$ cat src/rtl/wb_line_master.sv
`default_nettype none
// =============================================================================
// wb_line_master : pipelined Wishbone master moving one cache line per request
//                  (refill = LINE_WORDS reads, writeback = LINE_WORDS writes).
//                  Optional ack watchdog: define WB_LINE_TIMEOUT_EN.
// Revision 1.0
// =============================================================================
module wb_line_master #(
  parameter int WB_AW          = 12,
  parameter int WB_DW          = 32,
  parameter int LINE_WORDS     = 4,
  parameter int TIMEOUT_CYCLES = 1023
) (
  input  logic                                   clk_i,
  input  logic                                   rst_i,
  input  logic                                   req_valid_i,
  output logic                                   req_ready_o,
  input  logic                                   req_we_i,
  input  logic [WB_AW-$clog2(LINE_WORDS)-1:0]    req_line_i,
  input  logic [LINE_WORDS*WB_DW-1:0]            req_wdata_i,
  output logic [LINE_WORDS*WB_DW-1:0]            rd_line_o,
  output logic                                   done_o,
  output logic                                   err_o,
  output logic                                   wb_cyc_o,
  output logic                                   wb_stb_o,
  output logic                                   wb_we_o,
  output logic [WB_AW-1:0]                       wb_adr_o,
  output logic [WB_DW-1:0]                       wb_dat_o,
  output logic [WB_DW/8-1:0]                     wb_sel_o,
  input  logic                                   wb_stall_i,
  input  logic                                   wb_ack_i,
  input  logic                                   wb_err_i,
  input  logic [WB_DW-1:0]                       wb_dat_i
);

  localparam int IDX_W   = $clog2(LINE_WORDS);
  localparam int CNT_W   = IDX_W + 1;
  localparam int LINE_AW = WB_AW - IDX_W;
  localparam logic [CNT_W-1:0] CNT_FULL = CNT_W'(LINE_WORDS);
  localparam logic [CNT_W-1:0] CNT_LAST = CNT_W'(LINE_WORDS - 1);
  localparam logic [CNT_W-1:0] CNT_ONE  = CNT_W'(1);

  if (LINE_WORDS < 2 || (1 << IDX_W) != LINE_WORDS || TIMEOUT_CYCLES < 1) begin : g_param_check
    $error("wb_line_master: LINE_WORDS must be a power of two >= 2, TIMEOUT_CYCLES >= 1");
  end

  typedef enum logic [1:0] {
    IDLE = 2'd0,
    BUS  = 2'd1,
    DONE = 2'd2
  } state_t;

  state_t                        state;
  state_t                        state_nxt;
  logic                          we_q;
  logic [LINE_AW-1:0]            line_q;
  logic [LINE_WORDS*WB_DW-1:0]   wdata_q;
  logic [CNT_W-1:0]              issue_cnt;
  logic [CNT_W-1:0]              ack_cnt;
  logic                          err_q;
  logic                          accept;
  logic                          in_bus;
  logic                          stb;
  logic                          issue_fire;
  logic                          ack_take;
  logic                          last_ack;
  logic                          timeout;
  logic                          abort;
  logic [IDX_W-1:0]              issue_idx;
  logic [IDX_W-1:0]              ack_idx;

  assign in_bus     = (state == BUS);
  assign req_ready_o = (state == IDLE) && !rst_i;
  assign accept     = req_valid_i && req_ready_o;
  assign issue_idx  = issue_cnt[IDX_W-1:0];
  assign ack_idx    = ack_cnt[IDX_W-1:0];
  assign stb        = in_bus && (issue_cnt < CNT_FULL);
  assign issue_fire = stb && !wb_stall_i;
  // Acks with nothing outstanding are ignored; an error in the same cycle wins.
  assign ack_take   = in_bus && wb_ack_i && (ack_cnt < issue_cnt);
  assign abort      = in_bus && (wb_err_i || timeout);
  assign last_ack   = ack_take && (ack_cnt == CNT_LAST);

  assign wb_cyc_o = in_bus;
  assign wb_stb_o = stb;
  assign wb_we_o  = in_bus && we_q;
  assign wb_adr_o = stb ? {line_q, issue_idx} : '0;
  assign wb_dat_o = (stb && we_q) ? wdata_q[WB_DW*int'(issue_idx) +: WB_DW] : '0;
  assign wb_sel_o = {(WB_DW/8){stb}};
  assign done_o   = (state == DONE);
  assign err_o    = done_o && err_q;

  always_ff @(posedge clk_i or posedge rst_i) begin
    if (rst_i) begin
      state <= IDLE;
    end else begin
      state <= state_nxt;
    end
  end

  always_comb begin
    state_nxt = state;
    case (state)
      IDLE:    if (accept) state_nxt = BUS;
      BUS:     if (abort || last_ack) state_nxt = DONE;
      DONE:    state_nxt = IDLE;
      default: state_nxt = IDLE;
    endcase
  end

  always_ff @(posedge clk_i or posedge rst_i) begin
    if (rst_i) begin
      we_q      <= 1'b0;
      line_q    <= '0;
      wdata_q   <= '0;
      issue_cnt <= '0;
      ack_cnt   <= '0;
      err_q     <= 1'b0;
    end else if (accept) begin
      we_q      <= req_we_i;
      line_q    <= req_line_i;
      wdata_q   <= req_wdata_i;
      issue_cnt <= '0;
      ack_cnt   <= '0;
      err_q     <= 1'b0;
    end else if (in_bus) begin
      if (issue_fire) begin
        issue_cnt <= issue_cnt + CNT_ONE;
      end
      if (ack_take && !abort) begin
        ack_cnt <= ack_cnt + CNT_ONE;
      end
      if (abort) begin
        err_q <= 1'b1;
      end
    end
  end

  // Refill words land in ack order; words never acked keep their old value.
  always_ff @(posedge clk_i or posedge rst_i) begin
    if (rst_i) begin
      rd_line_o <= '0;
    end else if (ack_take && !abort && !we_q) begin
      rd_line_o[WB_DW*int'(ack_idx) +: WB_DW] <= wb_dat_i;
    end
  end

`ifdef WB_LINE_TIMEOUT_EN
  localparam int WD_W = $clog2(TIMEOUT_CYCLES + 1);
  localparam logic [WD_W-1:0] WD_LAST = WD_W'(TIMEOUT_CYCLES - 1);
  localparam logic [WD_W-1:0] WD_ONE  = WD_W'(1);

  logic [WD_W-1:0] wd_cnt;
  logic            wd_idle;

  // A cycle is idle while the slave owes us something and did not ack.
  assign wd_idle = in_bus && !wb_ack_i && ((ack_cnt < issue_cnt) || (stb && wb_stall_i));
  assign timeout = wd_idle && (wd_cnt == WD_LAST);

  always_ff @(posedge clk_i or posedge rst_i) begin
    if (rst_i) begin
      wd_cnt <= '0;
    end else if (wd_idle && !timeout) begin
      wd_cnt <= wd_cnt + WD_ONE;
    end else begin
      wd_cnt <= '0;
    end
  end
`else
  assign timeout = 1'b0;
`endif

endmodule
`default_nettype wire

$ cat config.mk
export PLATFORM = sky130hd
export DESIGN_NAME = wb_line_master
export DESIGN_NICKNAME = d
export VERILOG_FILES = /design/src/rtl/wb_line_master.sv
export SDC_FILE = /design/constraint.sdc
export NUM_CORES = 1
export LEC_CHECK = 0
export ABC_AREA = 0
export CORE_ASPECT_RATIO = 0.75
export CORE_MARGIN = 3
export CORE_UTILIZATION = 48
export DETAILED_ROUTE_END_ITERATION = 16
export GPL_TIMING_DRIVEN = 0
export PLACE_DENSITY_LB_ADDON = 0.12
export SLEW_MARGIN = 15
export SYNTH_ARGS = -nofsm -noshare
export SYNTH_HDL_FRONTEND = slang
export SYNTH_SLANG_ARGS = --single-unit
$ cat constraint.sdc
create_clock -name clk_i -period 13.5 [get_ports clk_i]
set_input_delay 2.7 -clock clk_i [delete_from_list [all_inputs] [get_ports clk_i]]
set_output_delay 2.7 -clock clk_i [all_outputs]
set_load 0.02 [all_outputs]
==> impl_metrics.tcl, run 1 <==
set metrics [dict create \
    status "finished clean" \
    rsz0062_at_grt "false" \
    first_pass_iters 7 \
    syn_area_um2 12500 \
    drt_iter0_markers 620 \
    critPathMaxStageDelay_ps 690 \
    grt_first_pass_wirelength_mm 59.0 \
    wirelength_mm 37.6 \
    numCtsBuffers 28 \
    netSwitchingPower_uw 853 \
    slew_headroom 0.223 \
    hold_viol 0 \
    grt_pass1_vias 10700 \
    std_cell_rows 50 \
    worstSetupEndpointType "primary output" \
    ys_async_sr_fraction 1.00 \
    cts_setup_buffers 0 \
    drtAntennaViolNets 0 \
    cp-start-kind "input pin" \
    die_x_um 192 \
    design_area_um2 17400 \
    cts_hold_buffers 0 \
    worst_clock_skew_ps 17.4 \
    core_area_um2 25300 \
    drcViolationCount 0 \
    boundaryPins 359 \
    crit_buf_inv 2 \
    ys_seq_area_frac 0.553 \
    slew_violations 0 \
    synth_edf_count 0 \
    arrival_ps 4230 \
    synth_fp_nets 1414 \
    worstPathRequired_ps 10800 \
    path_clk_slew_ps 60 \
    yosysTopAreaCell "dfrtp_1" \
    grt-ovfl-total 0 \
    gp_congestion 0.832 \
    hold_class "flip-flop to flip-flop" \
    power_frac_clock 0.286 \
    via_per_inst 5.13 \
    synthCells 1228 \
    p_int_mw 1.77 \
    worst_path_most_repeated_cell "clkdlybuf4s50_1" \
    crit_fanout 3 \
    ys_ff_latch 276 \
    track_usage 0.268 \
    synth_top_area_share 0.553 \
    post-synth-top-count-cell "nand2_1" \
    synthDistinctLibCells 30 \
    wl_per_cell_um 19.0 \
    cap_viol_max_count 0 \
    leakagePower_nw 8.27 \
    ir_worst_vdd_mv 0.0967 \
    post-route-period-util 0.513 \
    setup_violations 0 \
    ys_top_cells_by_area "dfrtp_1 55%, nand2_1 14%, mux2_2 8.0%" \
    comb_power_share 0.309 \
    io_buffers 358 \
    cp_top_family "buffers and inverters" \
    yosys_warnings 0 \
    pwr-share-seq 0.405 \
    die_area_um2 28000 \
    antenna_found_initial 4 \
    drive_gt1_frac 0.119 \
    start_util 0.494 \
    holdWs_ps 467 \
    worstSkewPairLatency_ps 540 \
    cts_resized 0 \
    fin_crit_ps 6930 \
    cts_max_level 1 \
    cts.path.max_buffers 3 \
    vias 10100 \
    syn_area_per_cell_um2 10.2 \
    worst_pin_slew_ps 1160 \
    p_per_area_nw_per_um2 151 \
    syn2layout_area_growth_pct 39.7 \
    critical_path_class "input pin to primary output" \
    grt_start_max_net_pins 110 \
    swShare 0.325 \
    dpl-instance-area_um2 16600 \
    critical-path-slowest-cell "clkdlybuf4s50_1" \
    clkSinkCount 276 \
    synthFlopType "dfrtp_1" \
    ys_top_cells_by_count "453 x nand2_1, 276 x dfrtp_1, 100 x nor2_1, 89 x mux2_2, 57 x clkbuf_1" \
    cts-root-buf "clkbuf_16" \
    fmax_mhz 144 \
    cp_cell_sequence "clkdlybuf4s50_1 -> nor3_1 -> clkdlybuf4s50_1" \
    dp_hpwl_mm 28.0 \
    final_nets 1804 \
    nFillCells 2029 \
    fp.dieH_um 146 \
    tritoncts "yes" \
]
## logic make-up (layout without fill, tap and decap cells)
family | count (synthesis) | in the layout | share of synthesized area
AND/OR/NAND/NOR | 647 | 647 | 0.219
flip-flops | 276 | 276 | 0.553
multiplexers | 160 | 160 | 0.170
buffers and inverters | 121 | 529 | 0.0408
AO/OA/AOI/OAI | 14 | 14 | 0.00781
adder cells (fa/ha/maj) | 9 | 9 | 0.00902
XOR/XNOR | 1 | 1 | 0.000701
other | 0 | 1 | 0
## power by group through the flow
stage,clock (mW),combinational (mW),sequential [mW]
after floorplan,0,0.450,1.10
after global placement,0,0.794,1.07
after detailed placement,0,0.816,1.07
after CTS,0.764,0.819,1.06
after global routing,0.801,0.893,1.08
final,0.751,0.813,1.06
## layer usage
layer / vias to the layer above / part of all wire / track usage
met1: 4956 / 0.43 / 0.388
li1: 4717 / - / -
met4: 6 / 0.023 / 0.0590
met2: 390 / 0.46 / 0.417
met5: - / 0.0010 / 0
met3: 58 / 0.086 / 0.0616
## sequential cells by signal (all words and copies together) (netlist names)
signal and count:
state 2, err_q 1, issue_cnt 3, rd_line_o 128, we_q 1, line_q 10
wdata_q 128, ack_cnt 3
## cells in the final DEF, fill, tap and decap left out, drive strengths merged
master	n
nand2b	35
and2	18
nor2b	1
nor4b	2
clkdlybuf4s50	358
nor2	100
o211ai	3
nor3	1
o21a	1
diode	1
and2b	1
inv	43
a21oi	3
o21ai	1
and3	32
bufinv	1
clkbuf	95
buf	24
a31oi	1
clkinv	8
ha	9
dfrtp	276
nor4	2
mux2i	32
a311o	1
mux2	96
nor3b	2
a311oi	1
nand2	453
mux4	32
xnor2	1
o31ai	3
## cell type report
class,count,area (um2),area share
Clock inverter,10,90.1,0.00516
Sequential cell,276,6910,0.396
Antenna cell,1,2.50,0.000143
Multi-Input combinational cell,831,5070,0.291
Tap cell,338,423,0.0242
Buffer,79,352,0.0202
Clock buffer,38,798,0.0458
Inverter,42,165,0.00947
Timing Repair Buffer,360,3640,0.209
## per-stage QoR
stage / TNS, ps / power [mW] / setup slack, ps / utilization / std cells
2_1_floorplan: 0 / 1.56 / 3190 / - / 1228
3_3_place_gp: -137520 / 1.86 / -519 / 0.653 / 1924
3_5_place_dp: 0 / 1.89 / 6560 / 0.655 / 1926
4_1_cts: 0 / 2.65 / 6550 / 0.690 / 1974
5_1_grt: 0 / 2.78 / 6530 / 0.690 / 1975
6_report: 0 / 2.63 / 6570 / 0.690 / 1975
## worst paths after layout
path,cells past startpoint,endpoint,slack [ps],startpoint
worst max-delay path,3,req_ready_o,6570,rst_i
worst min-delay path,2,line_q[6],470,line_q[6]
worst max register to register,9,rd_line_o[82],9920,issue_cnt[1]
worst min register to register,2,line_q[6],470,line_q[6]
max in group asynchronous,3,rd_line_o[99],9960,rst_i
min in group asynchronous,2,err_q,2650,rst_i
## worst reg2reg max path, cell delays in order (launching register included)
cell,delay [ps]
dfrtp_1,360
clkbuf_1,350
clkbuf_1,570
inv_1,140
ha_1,340
a311o_1,310
buf_2,220
nor4_4,390
buf_2,400
mux2_2,380
No activity file was read; power rests on OpenSTA's default activity.
==> inputs of run 2 (changes only) <==
- CORE_UTILIZATION: 48 -> 43
- clock period: 13.5 -> 6.1 ns (I/O delays scaled with it)
==> run 2 against run 1 <==
Compared with the run above:
- global-route usage shrank 1.7 points
- clock skew is 9.2 ps lower
- utilization shrank 6.4 points
- power rose by 130%
- clock power is 140% higher
- sequential share of layout area is 0.67 points lower
- via count rose by 0.49%
- register-to-register slack worse by 7400 ps
- first-iteration DRC count is 32% lower
- worst hold slack about the same
- die area grew 11%
- sequential power rose by 120%
- critical endpoint is now wb_dat_o[15]
==> impl_metrics.tcl, run 2 (same netlist as run 1, synthesis figures left out) <==
set metrics [dict create \
    status "finished clean" \
    drive_gt1_frac 0.125 \
    r2r_cells 9 \
    grtUsageMet3 0.0626 \
    min_to "line_q[9]" \
    grt_pass1_vias 10800 \
    worst_clock_skew_ps 8.27 \
    core_area_um2 28300 \
    die_x_um 203 \
    grt-ovfl-total 0 \
    track_usage 0.251 \
    numCtsBuffers 28 \
    nFillCells 2411 \
    critical_path_class "flip-flop to primary output" \
    final_nets 1811 \
    via_per_inst 4.99 \
    worstSetupEndpointType "primary output" \
    mostFrequentLayoutCell "nand2_1" \
    grt_start_max_net_pins 37 \
    use_met1 0.356 \
    critPathMaxStageDelay_ps 600 \
    dp_hpwl_mm 29.4 \
    antenna_found_initial 8 \
    reg2reg_to "rd_line_o[96]" \
    cts-root-buf "clkbuf_16" \
    hold_viol 0 \
    wl_per_cell_um 19.3 \
    clkSinkCount 276 \
    wirelength_mm 39.3 \
    std_cell_rows 53 \
    drtAntennaViolNets 0 \
    gp_congestion 0.825 \
    cp_top_family "buffers and inverters" \
    arrival_ps 3040 \
    hold_start "line_q[9]" \
    post-route-period-util 0.698 \
    worstSkewPairLatency_ps 540 \
    final_cell_mix "453 x nand2_1, 358 x clkdlybuf4s50_1, 276 x dfrtp_1" \
    cp_cell_sequence "clkbuf_1 -> clkbuf_1 -> mux4_2 -> and3_1 -> clkdlybuf4s50_1" \
    cts_setup_buffers 0 \
    grt.busiest_layer "met2" \
    io_buffers 358 \
    grt_first_pass_wirelength_mm 61.9 \
    use_met2 0.387 \
    leakagePower_nw 8.37 \
    tritoncts "yes" \
    holdWs_ps 467 \
    drt_iter0_markers 424 \
    rsz0062_at_grt "false" \
    cp-start-kind "flip-flop" \
    cts_resized 0 \
    ir_worst_vdd_mv 0.235 \
    first_pass_iters 5 \
    cts_hold_buffers 0 \
    cap_viol_max_count 0 \
    regToRegStartpoint "issue_cnt[1]" \
    r2r_slack_ps 2530 \
    worst_path_most_repeated_cell "clkbuf_1" \
    p_per_area_nw_per_um2 337 \
    cts.path.max_buffers 3 \
    whs_path_depth 2 \
    slew_headroom 0.440 \
    fin_crit_ps 4260 \
    worst_pin_slew_ps 838 \
    vias 10200 \
    crit_fanout 10 \
    setup-tns-final_ps 0 \
    crit_buf_inv 3 \
    reg_top3 "rd_line_o x128, wdata_q x128, line_q x10" \
    hold_class "flip-flop to flip-flop" \
    worstPathRequired_ps 4880 \
    setup_violations 0 \
    slew_violations 0 \
    critical-path-slowest-cell "clkbuf_1" \
    start_util 0.441 \
    die_area_um2 31100 \
    path_clk_slew_ps 70 \
    boundaryPins 359 \
    fmax_mhz 235 \
    syn2layout_area_growth_pct 42.1 \
    cts_max_level 1 \
    fp.dieH_um 154 \
    drcViolationCount 0 \
    power_mw 5.99 \
]
## run 2: cell count changes in the layout (fill, tap and decap cells not counted), sizes merged
cell	delta
diode	+5
buf	+7
bufinv	+2
clkinv	-1
clkinvlp	+3
inv	-2
clkbuf	+2
## run 2: how the worst max path moves through the flow
stage | startpoint | cells after the start | slack (ps) | endpoint
after floorplan | rst_i | 1 | 1230 | ack_cnt[0]
after global placement | rst_i | 2 | -930 | rd_line_o[44]
after detailed placement | rst_i | 8 | 2110 | wdata_q[9]
after CTS | issue_cnt[1] | 5 | 1810 | wb_dat_o[15]
after global routing | issue_cnt[1] | 5 | 1730 | wb_dat_o[12]
final | issue_cnt[1] | 5 | 1840 | wb_dat_o[15]
## run 2: through the flow
step	setup WS (ps)	std cells	utilization	instance area [um2]
after CTS	1810	2032	0.626	17700
final	1840	2038	0.627	17700
after global routing	1730	2038	0.627	17700
after global placement	-931	1971	0.585	16600
after floorplan	1230	1228	-	12500
after detailed placement	2110	1980	0.591	16700
## run 2: where the power goes
part | switching, mW | total, mW | internal (mW)
combinational | 0.987 | 1.81 | 0.818
sequential | 0.191 | 2.35 | 2.16
clock | 0.738 | 1.83 | 1.09
total | 1.92 | 5.99 | 4.07
## run 2: final cells by class
type	count	area, um2	share of cell area
multi-input combinational	831	5070	0.286
antenna	6	15.0	0.000846
tap	385	482	0.0271
inverter	42	161	0.00909
clock inverter	12	140	0.00790
sequential	276	6910	0.389
buffer	79	352	0.0198
clock buffer	40	847	0.0477
timing repair buffer	367	3770	0.212
## run 2: metal layers
metal  routed length [um]  up-vias
met5                   23        -
met4                 1150        4
met3                 2690       71
met2                17600      319
met1                17900     5068
li1                     -     4715
## run 2: tightest hold or removal path, cell delays in order (launching register included)
cell and delay (ps):
dfrtp_1 340, nand2_1 50, nand2_1 50
